--- src/rtl/pci_target.sv ---
// pci_target: registered PCI-style memory target with linear bursts and window-end disconnect
module pci_target #(
  parameter logic [31:0] BASE_ADDR = 32'h0000_1000,
  parameter int          ADDR_W    = 4
) (
  input  logic        clk,
  input  logic        rst_n,
  input  logic        frame_n,
  input  logic        irdy_n,
  input  logic [31:0] ad_in,
  input  logic [3:0]  cbe_n,
  output logic [31:0] ad_out,
  output logic        ad_oe,
  output logic        devsel_n,
  output logic        trdy_n,
  output logic        stop_n,
  output logic        i_am_target
);
  typedef enum logic [2:0] {IDLE, BUSY, TURN, XFER, BACKOFF, RELEASE} state_t;
  localparam logic [ADDR_W-1:0] LAST = '1;
  state_t            state_q, state_d;
  logic [ADDR_W-1:0] idx_q, idx_d, idx_nx, start;
  logic [31:0]       ad_out_q, ad_out_d;
  logic              ad_oe_q, ad_oe_d, devsel_q, devsel_d, trdy_q, trdy_d;
  logic              stop_q, stop_d, tgt_q, tgt_d, rd_q, rd_d;
  logic              cmd_rd, cmd_wr, hit, addr_hit, xfer;
  logic [31:0]       mem_q [2**ADDR_W];
  assign cmd_rd   = cbe_n == 4'b0110;
  assign cmd_wr   = cbe_n == 4'b0111;
  assign hit      = (ad_in[31:ADDR_W+2] == BASE_ADDR[31:ADDR_W+2]) && (cmd_rd || cmd_wr);
  assign start    = ad_in[ADDR_W+1:2];
  assign addr_hit = state_q == IDLE && !frame_n && hit;
  assign xfer     = state_q == XFER && !irdy_n && !trdy_q;
  assign idx_nx   = idx_q + ADDR_W'(1);
  assign ad_out      = ad_out_q;
  assign ad_oe       = ad_oe_q;
  assign devsel_n    = devsel_q;
  assign trdy_n      = trdy_q;
  assign stop_n      = stop_q;
  assign i_am_target = tgt_q;
  // State and registered bus outputs; reset drops every bus driver immediately
  always_ff @(posedge clk or negedge rst_n) begin
    if (!rst_n) begin
      state_q  <= IDLE;
      idx_q    <= '0;
      ad_out_q <= '0;
      ad_oe_q  <= 1'b0;
      devsel_q <= 1'b1;
      trdy_q   <= 1'b1;
      stop_q   <= 1'b1;
      tgt_q    <= 1'b0;
      rd_q     <= 1'b0;
    end else begin
      state_q  <= state_d;
      idx_q    <= idx_d;
      ad_out_q <= ad_out_d;
      ad_oe_q  <= ad_oe_d;
      devsel_q <= devsel_d;
      trdy_q   <= trdy_d;
      stop_q   <= stop_d;
      tgt_q    <= tgt_d;
      rd_q     <= rd_d;
    end
  end
  // Next state: decode only from IDLE, leave XFER on the last or window-end transfer
  always_comb begin
    state_d = state_q;
    case (state_q)
      IDLE:    if (!frame_n) state_d = !hit ? BUSY : cmd_wr ? XFER : TURN;
      BUSY:    if (frame_n && irdy_n) state_d = IDLE;
      TURN:    state_d = XFER;
      XFER:    if (xfer) state_d = frame_n ? RELEASE : idx_q == LAST ? BACKOFF : XFER;
      BACKOFF: if (frame_n) state_d = RELEASE;
      RELEASE: state_d = IDLE;
      default: state_d = IDLE;
    endcase
  end
  // Outputs for the coming cycle follow the next state; index and read data advance per transfer
  always_comb begin
    idx_d    = addr_hit ? start : xfer && idx_q != LAST ? idx_nx : idx_q;
    rd_d     = addr_hit ? cmd_rd : rd_q;
    ad_out_d = state_q == TURN ? mem_q[idx_q] : xfer && rd_q ? mem_q[idx_nx] : ad_out_q;
    tgt_d    = state_d inside {TURN, XFER, BACKOFF, RELEASE};
    devsel_d = !(state_d inside {TURN, XFER, BACKOFF});
    trdy_d   = state_d != XFER;
    stop_d   = !(state_d == BACKOFF || (state_d == XFER && idx_d == LAST));
    ad_oe_d  = state_d == XFER && rd_d;
  end
  // Word array with byte-enabled writes on write transfer edges; never reset
  always_ff @(posedge clk) begin
    if (xfer && !rd_q)
      for (int b = 0; b < 4; b++)
        if (!cbe_n[b]) mem_q[idx_q][8*b+:8] <= ad_in[8*b+:8];
  end
endmodule

--- config.mk ---
export PLATFORM = sky130hd
export DESIGN_NAME = pci_target
export DESIGN_NICKNAME = d
export VERILOG_FILES = /design/src/rtl/pci_target.sv
export SDC_FILE = /design/constraint.sdc
export NUM_CORES = 1
export LEC_CHECK = 0
export ABC_CLOCK_PERIOD_IN_PS = 4980
export BUFFER_PORTS_ARGS = -buffer_cell sky130_fd_sc_hd__buf_4
export CAP_MARGIN = 10
export CORE_MARGIN = 4
export CORE_UTILIZATION = 45
export DETAILED_ROUTE_END_ITERATION = 10
export PLACE_DENSITY = 0.65
export SYNTH_ARGS = -nofsm -noshare
export SYNTH_HDL_FRONTEND = slang
export SYNTH_SLANG_ARGS = --single-unit
--- constraint.sdc ---
create_clock -name clk -period 4.98 [get_ports clk]
set_clock_uncertainty 0.05 [all_clocks]
set_input_delay 0.498 -clock clk [delete_from_list [all_inputs] [get_ports clk]]
set_output_delay 0.498 -clock clk [all_outputs]
set_load 0.03 [all_outputs]
Word level (Yosys, flattened, before mapping). Memories as Yosys holds them, arrays and structs flattened. Cells that the tools add are included.

$add $sub $neg: 1. Equal/unequal tests: 15. Mux-type cells: 26. Reductions and logical operators: 23.

Operators by type and width (count): 2-to-1 mux 32 bit (2); == test 26 x 7 -> 1 bit (second input constant) (1); 2-to-1 mux 3 bit (6); one-hot mux 3 bit (5 select lines) (1); 2-to-1 mux 1 bit (14); == test 3 x 2 -> 1 bit (second input constant) (4); logical AND 1 bit (11); == test 3 bit (second input constant) (3); == test 4 x 3 -> 1 bit (second input constant) (2); == test 4 bit (second input constant) (2); 2-to-1 mux 4 bit (2); zero test 1 bit (6); adder 4 x 1 -> 4 bit (second input constant) (1); != test 4 bit (second input constant) (1); nonzero test 4 bit (1); == test 3 x 1 -> 1 bit (second input constant) (1); zero test 3 bit (1); != test 3 x 2 -> 1 bit (second input constant) (1); nonzero test 3 bit (1); logical OR 1 bit (2); 2-to-1 mux 2 bit (1); nonzero test 2 bit (1).

Register bits after elaboration: 45. Bits in writable memories: 512. Bits of input ports: 40. Output and inout bits: 37. Word-level logic and storage cells: 75. Memories: 1.

Memories: mem_q (words 16, bits a word 32, rd ports 2, clocked after memory_dff 0, write ports 1, RTL line 27) `logic [31:0] mem_q [2**ADDR_W];`.

Longest topological paths before layout. Gate-level depths: netlist (run 1).

Word-level depth: 10. Gate-level depth with buffers: 13. Mapped depth without buffers: 7.

Least setup slack after synthesis (run 1). OpenSTA, ideal clock, no wires.

Path kind: flip-flop to flip-flop. Start point: reg idx_q[1]. End point: reg ad_out_q[19] (netlist: ad_out[19]). Setup time: 0.121 ns. Arrival time: 3.129 ns. Required time: 4.809 ns. Setup slack: 1.679 ns. Cell stages (with the launch flop): 11. Buffers on the path: 4. Clock period less this slack: 3.301 ns. Cells stage by stage: dfrtp_1 -> clkbuf_1 -> clkbuf_1 -> inv_1 -> ha_1 -> buf_6 -> buf_2 -> mux4_2 -> mux4_2 -> a22oi_1 -> nand2_1.

Longest elaborated chain between the ends: 4.

Ends and longest elaborated chain: start: declaration (RTL line 22) `logic [ADDR_W-1:0] idx_q, idx_d, idx_nx, start;`; start signal: assignment (RTL line 55) `idx_q <= idx_d;`; adder 4 x 1 -> 4 bit (RTL line 34) `assign idx_nx = idx_q + ADDR_W'(1);`; memory read (16 x 32 bit) (*); 2-to-1 mux 32 bit (RTL line 82) `ad_out_d = state_q == TURN ? mem_q[idx_q] : xfer && rd_q ? mem_q[idx_nx] : ad_out_q;`; 2-to-1 mux 32 bit (*) (RTL line 82); end signal: assignment (RTL line 56) `ad_out_q <= ad_out_d;`; end: declaration (RTL line 23) `logic [31:0] ad_out_q, ad_out_d;`.

Every way passes the cells marked *; elsewhere a longest branch is shown, timed or not. The select of a mux whose other input is x is not followed. A chain may end at the register's enable or synchronous reset.

Worst setup path after layout (run 1).
Start point: reg idx_q[0]. End point: mem mem_q[9][31], enable pin.

RTL lines (RTL line): end: declaration (27).

Straight into the memory's write port.

==> results of run 1 <==
## cell usage after synthesis (2+ instances only)
library cell | instances | area (sq um)
buf_6 | 15 | 169
and3_1 | 4 | 25.0
a21oi_1 | 4 | 20.0
buf_2 | 30 | 150
edfxtp_1 | 512 | 15400
nand3_1 | 7 | 35.0
mux2_2 | 3 | 33.8
nand4_1 | 2 | 12.5
mux4_2 | 287 | 6460
mux4_1 | 32 | 841
or3_1 | 4 | 25.0
nor2_1 | 72 | 270
buf_1 | 8 | 30.0
nor2b_1 | 4 | 25.0
a22oi_1 | 31 | 233
a41oi_1 | 2 | 17.5
buf_4 | 4 | 30.0
mux2i_1 | 2 | 20.0
o21ai_0 | 5 | 25.0
nand2_1 | 80 | 300
buf_12 | 4 | 80.1
clkbuf_1 | 30 | 113
nor4_1 | 5 | 31.3
inv_1 | 4 | 15.0
nand2b_1 | 2 | 12.5
ha_1 | 4 | 50.1
dfrtp_1 | 42 | 1050
xor2_1 | 2 | 17.5
dfstp_2 | 3 | 78.8
## cell families (layout without fill, tap and decap cells)
| family | Yosys count | count (layout) | share of synthesized area, % |
|---|---|---|---|
| multiplexers | 324 | 324 | 28.7 |
| XOR/XNOR | 3 | 3 | 0.102 |
| other | 0 | 1 | 0 |
| AO/OA/AOI/OAI | 48 | 48 | 1.34 |
| buffers and inverters | 95 | 254 | 2.29 |
| adder cells (fa/ha/maj) | 4 | 4 | 0.195 |
| AND/OR/NAND/NOR | 188 | 188 | 3.12 |
| flip-flops | 557 | 557 | 64.3 |
## state kept, by name, summed over array words and instances (netlist names)
register and count:
rd_q 1, state_q 3, mem_q 512, idx_q 4, devsel_n 1, ad_oe 1, ad_out 32, stop_n 1
trdy_n 1, i_am_target 1
## power by group through the flow
| stage | registers (W) | clock network [W] | logic (W) |
|---|---|---|---|
| floorplan | 0.00569 | 0 | 0.00556 |
| global placement | 0.00568 | 0 | 0.00705 |
| detailed placement | 0.00569 | 0 | 0.00707 |
| CTS | 0.00559 | 0.00459 | 0.00710 |
| global route | 0.00561 | 0.00481 | 0.00751 |
| finish | 0.00558 | 0.00451 | 0.00699 |
## per-stage QoR
step	instance area, sq um	hold WS [ns]	instances
final	29200	0.126	2135
after floorplan	25700	0.152	1219
after CTS	29200	0.0922	2134
after detailed placement	27200	0.409	2023
after global routing	29200	0.119	2134
after global placement	27200	0.406	2023
## routing by layer
layer | vias to the layer above | GRT usage [%] | share of wire [%]
li1 | 5505 | - | -
met1 | 7320 | 30.8 | 41
met2 | 568 | 35.4 | 50
met3 | 81 | 3.97 | 7.4
met4 | 2 | 4.91 | 1.7
met5 | - | 0 | 0.031
## cell type report
class	instances	area [sq um]	area share, %
multi-input combinational	567	8650	29.6
clock buffer	86	1720	5.88
clock inverter	24	307	1.05
sequential	557	16500	56.5
antenna	1	2.50	0.00856
tap	756	946	3.23
timing repair buffer	140	1090	3.73
inverter	4	15.0	0.0513
## timing repair
item,CTS,global route
hold endpoints to repair,42,0
buffers inserted,0,0
hold buffers,1,0
## critical path, delay by kind of cell (launching register included)
family                     cells  cell delay, ns
DFF                            1            0.43
and+or+nand+nor                2            0.85
buffers and inverters          2            1.47
adders and majority gates      1            0.34
## worst paths after layout
path	start	to	slack (ns)	cells after the start
worst max-delay path	idx_q[0]	mem_q[9][31]	1.32	5
worst min-delay path	ad_in[1]	mem_q[12][1]	0.13	1
worst max register to register	idx_q[0]	mem_q[9][31]	1.32	5
worst min register to register	ad_out[18]	ad_out[18]	0.41	2
max in group asynchronous	rst_n	idx_q[3]	3.68	2
min in group asynchronous	rst_n	ad_out[29]	0.51	2
==> impl_metrics.csv, run 1 <==
group,metric,value,unit
clock_network,cts_num_sinks,557,
layout,final_cell_mix,"edfxtp_1, mux4_2, buf_4",
pwr,power_density,584,mW/mm^2
critical_path,path_cells,"buf_12, buf_4, ha_1, nand2_1, nor2_1",
sta,finalSetupViolCount,0,
floorplanning,pin_count,77,
synthesis,ys_ff_latch,557,
clock_network,cts_max_path_buffers,3,
critical_path,cp-end-kind,"flip-flop",
grt,grt_usage,21.6,%
route,vias_per_cell,6.31,
synthesis,synth_edf_count,512,
sta,hold_viol,0,
pwr,power.share.switching,30.5,%
synthesis,synthFlopType,"edfxtp_1",
grt,grt_pass1_wl,95500,um
pwr,seqPwrFrac,32.7,%
layout,area_growth_syn_to_layout,13.9,%
floorplanning,coreArea,0.0564,sq mm
layout,drive_gt1_share,39.0,%
status,run_status,"completed",
floorplanning,fp.dieH,247,um
pwr,combPwrFrac,40.9,%
pwr,leakagePower,9.53,nW
flow_run,drv_cap,0,
layout,fin_nets,1372,
clock_network,cts_tree,"done",
synthesis,ys_warn_count,0,
hold_path,hold_path.class,"input port to flip-flop",
route,drc,0,
pwr,power_frac_clock,26.4,%
pwr,finalPower,0.0171,W
route,drt_iter0_drc,1555,
clock_network,path_clk_slew,0.06,ns
layout,fillCellCount,4507,
clock_network,numCtsBuffers,58,
pwr,internal_power,0.0119,W
floorplanning,start_util,45.5,%
clock_network,htree_levels,2,
layout,utilization,51.9,%
pwr,ir_worst_vdd,0.481,mV
pwr,power.switching,0.00521,W
critical_path,critPathSlowestCell,"buf_4",
floorplanning,dieArea,0.0609,sq mm
sta,rsz0062_at_grt,"false",
grt,grt_pass1_vias,14100,
synthesis,ys_types,44,
grt,antenna_found_initial,1,
grt,grt_remaining_overflow,0,
clock_network,cts_root_buf,"clkbuf_16",
sta,clock.fmax,274,MHz
route,final_antenna_net_count,0,
place,dp_slack,1.30,ns
place,gp_congestion,0.789,
critical_path,crit_path_start_kind,"flip-flop",
sta,post-route-min-period,3.66,ns
route,vias,13500,
route,first_pass_iters,5,
sta,worst_pin_slew,1.21,ns
route,wl,64200,um
synthesis,synth_area,0.0257,sq mm
sta,drv_slew,0,
synthesis,netlist_instances,1219,
synthesis,async_flop_share,8.08,%
critical_path,cp_slowest_stage_delay,0.82,ns
critical_path,cp.arrival,3.83,ns
sta,finalCritPeriodShare,73.4,%
place,port_buffers,76,
critical_path,required,5.16,ns
floorplanning,floorplan.rows,87,
floorplanning,die_x,247,um
clock_network,cts-resized-gates,0,
critical_path,path_max_fanout,138,
synthesis,yosysSeqAreaShare,64.3,%
sta,setup_slack,1.32,ns
synthesis,synth.net_count,1263,
clock_network,worstSkewPairLatency,0.61,ns
route,routedWlPerCell,30.1,um
synthesis,avgSynthCellArea,21.1,sq um
grt,grt_max_degree,139,
critical_path,crit_type,"flip-flop to flip-flop",
sta,relSlewSlack,19.2,%
layout,final_common_cell,"edfxtp_1",
place,dp_hpwl,37500,um
sta,tns,0,ns
(Power assumes the default switching activity.)
==> run 2: changes to the inputs <==
--- a/config.mk
+++ b/config.mk
@@ -5,7 +5,8 @@
 export SDC_FILE = /design/constraint.sdc
 export NUM_CORES = 1
 export LEC_CHECK = 0
-export ABC_CLOCK_PERIOD_IN_PS = 4980
+export ABC_AREA = 1
+export ABC_CLOCK_PERIOD_IN_PS = 3500
 export BUFFER_PORTS_ARGS = -buffer_cell sky130_fd_sc_hd__buf_4
 export CAP_MARGIN = 10
 export CORE_MARGIN = 4
==> constraint.sdc (replaced) <==
create_clock -name clk -period 3.5 [get_ports clk]
set_clock_uncertainty 0.05 [all_clocks]
set_input_delay 0.35 -clock clk [delete_from_list [all_inputs] [get_ports clk]]
set_output_delay 0.35 -clock clk [all_outputs]
set_load 0.03 [all_outputs]
==> impl_metrics.csv, run 2 <==
group,metric,value,unit
status,run_status,"completed",
floorplanning,die_x,253,um
route,vias,22400,
grt,grt_pass1_wl,133000,um
grt,grt_max_degree,284,
layout,drive_gt1_share,9.32,%
critical_path,reg2reg_from,"idx_q[1]",
critical_path,cp-end-kind,"flip-flop",
clock_network,worstSkewPairLatency,0.63,ns
place,gp_congestion,0.939,
critical_path,crit_path_start_kind,"flip-flop",
floorplanning,fp.dieH,253,um
synthesis,yosysTopAreaCell,"edfxtp_1",
sta,clock.fmax,343,MHz
grt,antenna_found_initial,0,
floorplanning,floorplan.rows,89,
layout,fillCellCount,5315,
pwr,ir_worst_vdd,0.360,mV
route,drc,0,
sta,finalCritPeriodShare,83.2,%
synthesis,synthFlopType,"edfxtp_1",
clock_network,cts-resized-gates,0,
synthesis,netlist_instances,2862,
layout,area_growth_syn_to_layout,12.6,%
sta,tns,0,ns
route,drt_iter0_drc,3037,
synthesis,async_flop_share,8.08,%
layout,largest_reg_flops,512,
sta,post-route-min-period,2.91,ns
floorplanning,start_util,45.7,%
layout,utilization,51.4,%
synthesis,synth_top_family_by_area,"compound AO/OA/AOI/OAI gates",
place,dpl_cell_area,0.0286,sq mm
critical_path,reg2reg_slack,0.59,ns
layout,diodes,0,
synthesis,synthTopCellsByArea,"edfxtp_1, o21ai_0, a21oi_1, nor2_1, o21ai_1",
sta,worst_pin_slew,1.34,ns
clock_network,numCtsBuffers,58,
synthesis,yosysSeqAreaShare,60.9,%
route,routedWlPerCell,24.0,um
synthesis,avgSynthCellArea,9.47,sq um
layout,multi_input_area,0.00887,sq mm
clock_network,cts_root_buf,"clkbuf_16",
synthesis,synth_area,0.0271,sq mm
sta,hold_viol,0,
clock_network,cts_max_path_buffers,3,
critical_path,required,4.02,ns
clock_network,cts_tree,"done",
layout,final_area,0.0305,sq mm
synthesis,synth_simple_gate_area_share,11.2,%
pwr,leakagePower,11.2,nW
sta,relSlewSlack,10.8,%
clock_network,post_cts.repair.setup_buffers,0,
grt,grt_pass1_vias,21200,
hold_path,hold_path.class,"input port to flip-flop",
layout,fin_nets,2926,
flow_run,drv_cap,0,
clock_network,cts_num_sinks,557,
synthesis,ys_ff_latch,557,
route,final_antenna_net_count,0,
hold_path,hold_path_startpoint,"cbe_n[0]",
route,first_pass_iters,7,
floorplanning,pin_count,77,
hold_path,min_to,"rd_q",
layout,regArea,0.0165,sq mm
synthesis,synth.net_count,2906,
synthesis,synth_edf_count,512,
sta,drv_slew,0,
synthesis,synth.top_cell.area_share,56.7,%
synthesis,synth_compound_area_share,21.1,%
synthesis,ys_types,30,
synthesis,ys_top_cells_by_count,"edfxtp_1, o21ai_0, a21oi_1",
synthesis,synth_xor_area_share,0.0323,%
hold_path,worstHoldPathCells,4,
critical_path,rr_endpoint,"ad_out[18]",
synthesis,synth_most_common_cell,"edfxtp_1",
route,vias_per_cell,6.06,
sta,rsz0062_at_grt,"false",
route,wl,88900,um
synthesis,synthMuxAreaShare,0,%
critical_path,path_max_fanout,40,
critical_path,cp.arrival,3.43,ns
layout,top_register,"mem_q",
floorplanning,coreArea,0.0594,sq mm
place,dp_hpwl,56700,um
synthesis,synthAdderAreaFrac,0.185,%
clock_network,path_clk_slew,0.07,ns
layout,final_common_cell,"edfxtp_1",
grt,grt_remaining_overflow,0,
sta,finalSetupViolCount,0,
layout,final_cell_mix,"edfxtp_1, o21ai_0, a21oi_1",
synthesis,ys_warn_count,0,
critical_path,ff2ff_path_depth,9,
place,port_buffers,76,
clock_network,htree_levels,2,
floorplanning,dieArea,0.0642,sq mm
grt,grt_usage,27.3,%
pwr,power_density,450,mW/mm^2
critical_path,crit_type,"flip-flop to flip-flop",
## run 2: changes by cell type after synthesis, moves of 33 or more
cell	previous run	this run
a21oi_1	4	402
clkbuf_1	30	113
nand3_1	7	78
nand2_1	80	289
o21ai_1	0	233
o21ai_0	5	408
nor2_1	72	347
buf_2	30	82
mux4_2	287	0
o211ai_1	0	33
inv_1	4	217
## run 2: metal layers
metal	wire, um	share of wire (%)	track usage (%)
met5	0	0	0
met4	3900	4.4	10.6
met3	7520	8.5	4.18
met2	41500	47	44.1
met1	36000	41	37.4
## run 2: per-stage QoR
| step | setup WS, ns | total power [W] | hold slack [ns] | std cells |
|---|---|---|---|---|
| after global placement | 0.721 | 0.00763 | 0.387 | 3594 |
| after CTS | 0.689 | 0.0138 | 0.00981 | 3702 |
| after detailed placement | 0.694 | 0.00763 | 0.396 | 3594 |
| final | 0.588 | 0.0137 | 0.0359 | 3702 |
| after floorplan | 0.959 | 0.00743 | 0.00441 | 2862 |
| after global routing | 0.413 | 0.0141 | 0.0445 | 3702 |
## run 2: worst max-delay path: stages, from the launching register on
cell,delay (ns)
dfrtp_4,0.44
inv_1,0.13
ha_4,0.49
clkinv_2,0.48
buf_12,0.35
a21oi_1,0.15
o21ai_0,0.11
a21oi_1,0.38
o31ai_1,0.12
nand3_1,0.08
## run 2: worst max path at each step
stage	start	end	slack, ns
2_1_floorplan	idx_q[0]	ad_out[10]	0.96
4_1_cts	idx_q[1]	ad_out[29]	0.69
6_report	idx_q[1]	ad_out[18]	0.59
3_3_place_gp	irdy_n	mem_q[10][19]	0.72
5_1_grt	idx_q[1]	ad_out[18]	0.41
3_5_place_dp	idx_q[1]	ad_out[29]	0.69
## run 2: logic make-up (layout without fill, tap and decap cells)
| group | count (synthesis) | in the layout |
|---|---|---|
| adder cells (fa/ha/maj) | 4 | 4 |
| flip-flops | 557 | 557 |
| AND/OR/NAND/NOR | 754 | 754 |
| XOR/XNOR | 1 | 1 |
| AO/OA/AOI/OAI | 1110 | 1110 |
| buffers and inverters | 436 | 503 |
## run 2: report_power, final
group | internal [W] | switching, W | total (W)
logic | 0.0000393 | 0.000184 | 0.000223
clock network | 0.00363 | 0.00261 | 0.00624
registers | 0.00727 | 0.00000378 | 0.00727
total | 0.0109 | 0.00280 | 0.0137
## run 2: final cells by class
class | instances | share of cell area [%]
flip-flops and latches | 557 | 54.1
multi-input cells | 1869 | 29.1
clock buffers | 72 | 5.07
repair buffers | 175 | 4.64
well taps | 773 | 3.17
inverters | 221 | 2.75
clock inverters | 35 | 1.14
## run 2: timing repair
action / CTS / global route
setup endpoints to repair: 0 / 0
hold buffers: 1 / 0
endpoints found under the hold margin: 42 / 0
==> run 3: changes to the inputs <==
--- a/config.mk
+++ b/config.mk
@@ -6,7 +6,7 @@
 export NUM_CORES = 1
 export LEC_CHECK = 0
 export ABC_AREA = 1
-export ABC_CLOCK_PERIOD_IN_PS = 3500
+export ABC_CLOCK_PERIOD_IN_PS = 2870
 export BUFFER_PORTS_ARGS = -buffer_cell sky130_fd_sc_hd__buf_4
 export CAP_MARGIN = 10
 export CORE_MARGIN = 4
==> constraint.sdc (replaced) <==
create_clock -name clk -period 2.87 [get_ports clk]
set_clock_uncertainty 0.05 [all_clocks]
set_input_delay 0.287 -clock clk [delete_from_list [all_inputs] [get_ports clk]]
set_output_delay 0.287 -clock clk [all_outputs]
set_load 0.03 [all_outputs]
==> impl_metrics.csv, run 3 (same netlist as run 2, synthesis figures left out) <==
group,metric,value,unit
route,routedWlPerCell,21.6,um
critical_path,crit_type,"flip-flop to flip-flop",
layout,largest_reg_flops,512,
sta,rsz0062_at_grt,"false",
layout,final_common_cell,"edfxtp_1",
critical_path,crit_path_end,"stop_n",
critical_path,reg2reg_slack,0.25,ns
floorplanning,coreArea,0.0594,sq mm
place,dp_slack,0.400,ns
route,vias_per_cell,5.95,
critical_path,rr_endpoint,"stop_n",
clock_network,cts_tree,"done",
sta,clock.fmax,382,MHz
sta,relSlewSlack,36.6,%
layout,drive_gt1_share,9.34,%
critical_path,required,3.38,ns
floorplanning,start_util,45.7,%
floorplanning,fp.dieH,253,um
route,drc,0,
clock_network,cts-resized-gates,0,
grt,antenna_found_initial,0,
sta,setup_slack,0.253,ns
critical_path,startpoint,"idx_q[1]",
sta,finalSetupViolCount,0,
critical_path,path_max_fanout,127,
pwr,leakagePower,11.4,nW
grt,grt_max_degree,239,
layout,area_growth_syn_to_layout,14.3,%
place,dp_hpwl,47900,um
place,gp_congestion,0.862,
sta,finalCritPeriodShare,91.2,%
hold_path,hold_path.class,"input port to flip-flop",
clock_network,htree_levels,2,
floorplanning,pin_count,77,
clock_network,worstSkewPairLatency,0.64,ns
layout,final_cells,3738,
floorplanning,floorplan.rows,89,
sta,worst_pin_slew,0.951,ns
route,wl,80900,um
floorplanning,dieArea,0.0642,sq mm
layout,fin_nets,2961,
critical_path,ff2ff_path_depth,11,
route,first_pass_iters,6,
clock_network,cts_max_path_buffers,3,
sta,fin_hold_ws,0.0878,ns
grt,globalRouteMet1Util,32.8,%
place,dpl.cell_count,3595,
grt,grt.met3_usage,3.96,%
clock_network,cts_num_sinks,557,
sta,tns,0,ns
grt,grt_remaining_overflow,0,
layout,fillCellCount,5150,
critical_path,cp-end-kind,"flip-flop",
floorplanning,die_x,253,um
clock_network,numCtsBuffers,59,
clock_network,path_clk_slew,0.06,ns
grt,grt_pass1_vias,21400,
layout,final_cell_mix,"edfxtp_1, o21ai_0, a21oi_1",
sta,hold_viol,0,
pwr,power_density,545,mW/mm^2
grt,grt.busiest_layer,"met2",
sta,post-route-min-period,2.62,ns
route,final_antenna_net_count,0,
layout,diodes,0,
grt,grt_pass1_wl,122000,um
status,run_status,"completed",
route,drt_iter0_drc,2859,
critical_path,reg2reg_from,"idx_q[1]",
grt,use_met2,39.7,%
grt,grt_usage,24.5,%
critical_path,cp.arrival,3.13,ns
critical_path,crit_path_start_kind,"flip-flop",
pwr,ir_worst_vdd,0.453,mV
place,port_buffers,76,
flow_run,drv_cap,0,
clock_network,cts_root_buf,"clkbuf_16",
layout,top_register,"mem_q",
route,vias,22300,
sta,drv_slew,0,
## run 3: stage by stage
step	util (%)	total power, W	instance area (sq um)
CTS	52.2	0.0170	31000
global route	52.2	0.0174	31000
detailed placement	48.3	0.00925	28700
finish	52.2	0.0169	31000
floorplan	-	0.00906	27100
global placement	48.3	0.00924	28700
## run 3: area by class of cell
class	instances	area (sq um)	area share, %
clock buffers	81	1640	5.29
multi-input cells	1869	8870	28.6
clock inverters	28	327	1.05
repair buffers	209	1830	5.90
inverters	221	838	2.71
well taps	773	967	3.12
flip-flops and latches	557	16500	53.3
## run 3: what timing repair did
item | 4_1_cts | 5_1_grt
setup buffers | 0 | 0
endpoints found under the hold margin | 555 | 0
hold buffers | 34 | 0
## run 3: worst min path at each step
stage | slack [ns] | to | start | depth (start not counted)
floorplan | -0.06 | ad_oe | rst_n | 0
global placement | 0.38 | i_am_target | rst_n | 1
detailed placement | 0.39 | i_am_target | rst_n | 1
CTS | 0.06 | rd_q | frame_n | 4
global route | 0.08 | rd_q | frame_n | 4
finish | 0.09 | rd_q | frame_n | 4
## run 3: where the power goes
part           switching (W)  internal [W]
Combinational       0.000172     0.0000774
Clock                0.00316       0.00460
Sequential        0.00000408       0.00886
## run 3: metal layers
layer  vias to the layer above  share of wire, %
li1                      10200                 -
met1                     10700                40
met2                      1102                47
met3                       223               8.8
met4                         0               4.3
met5                         -                 0
## run 3: critical path, stage by stage, from the launching register on
cell and delay (ns):
dfrtp_4 0.52, buf_12 0.41, nand3_1 0.31, xor2_4 0.25, buf_4 0.29, o21ai_0 0.12, nand2_1 0.07, nand2_1 0.07
nor2_1 0.09, nand3_1 0.09, nand2_1 0.07, inv_1 0.04
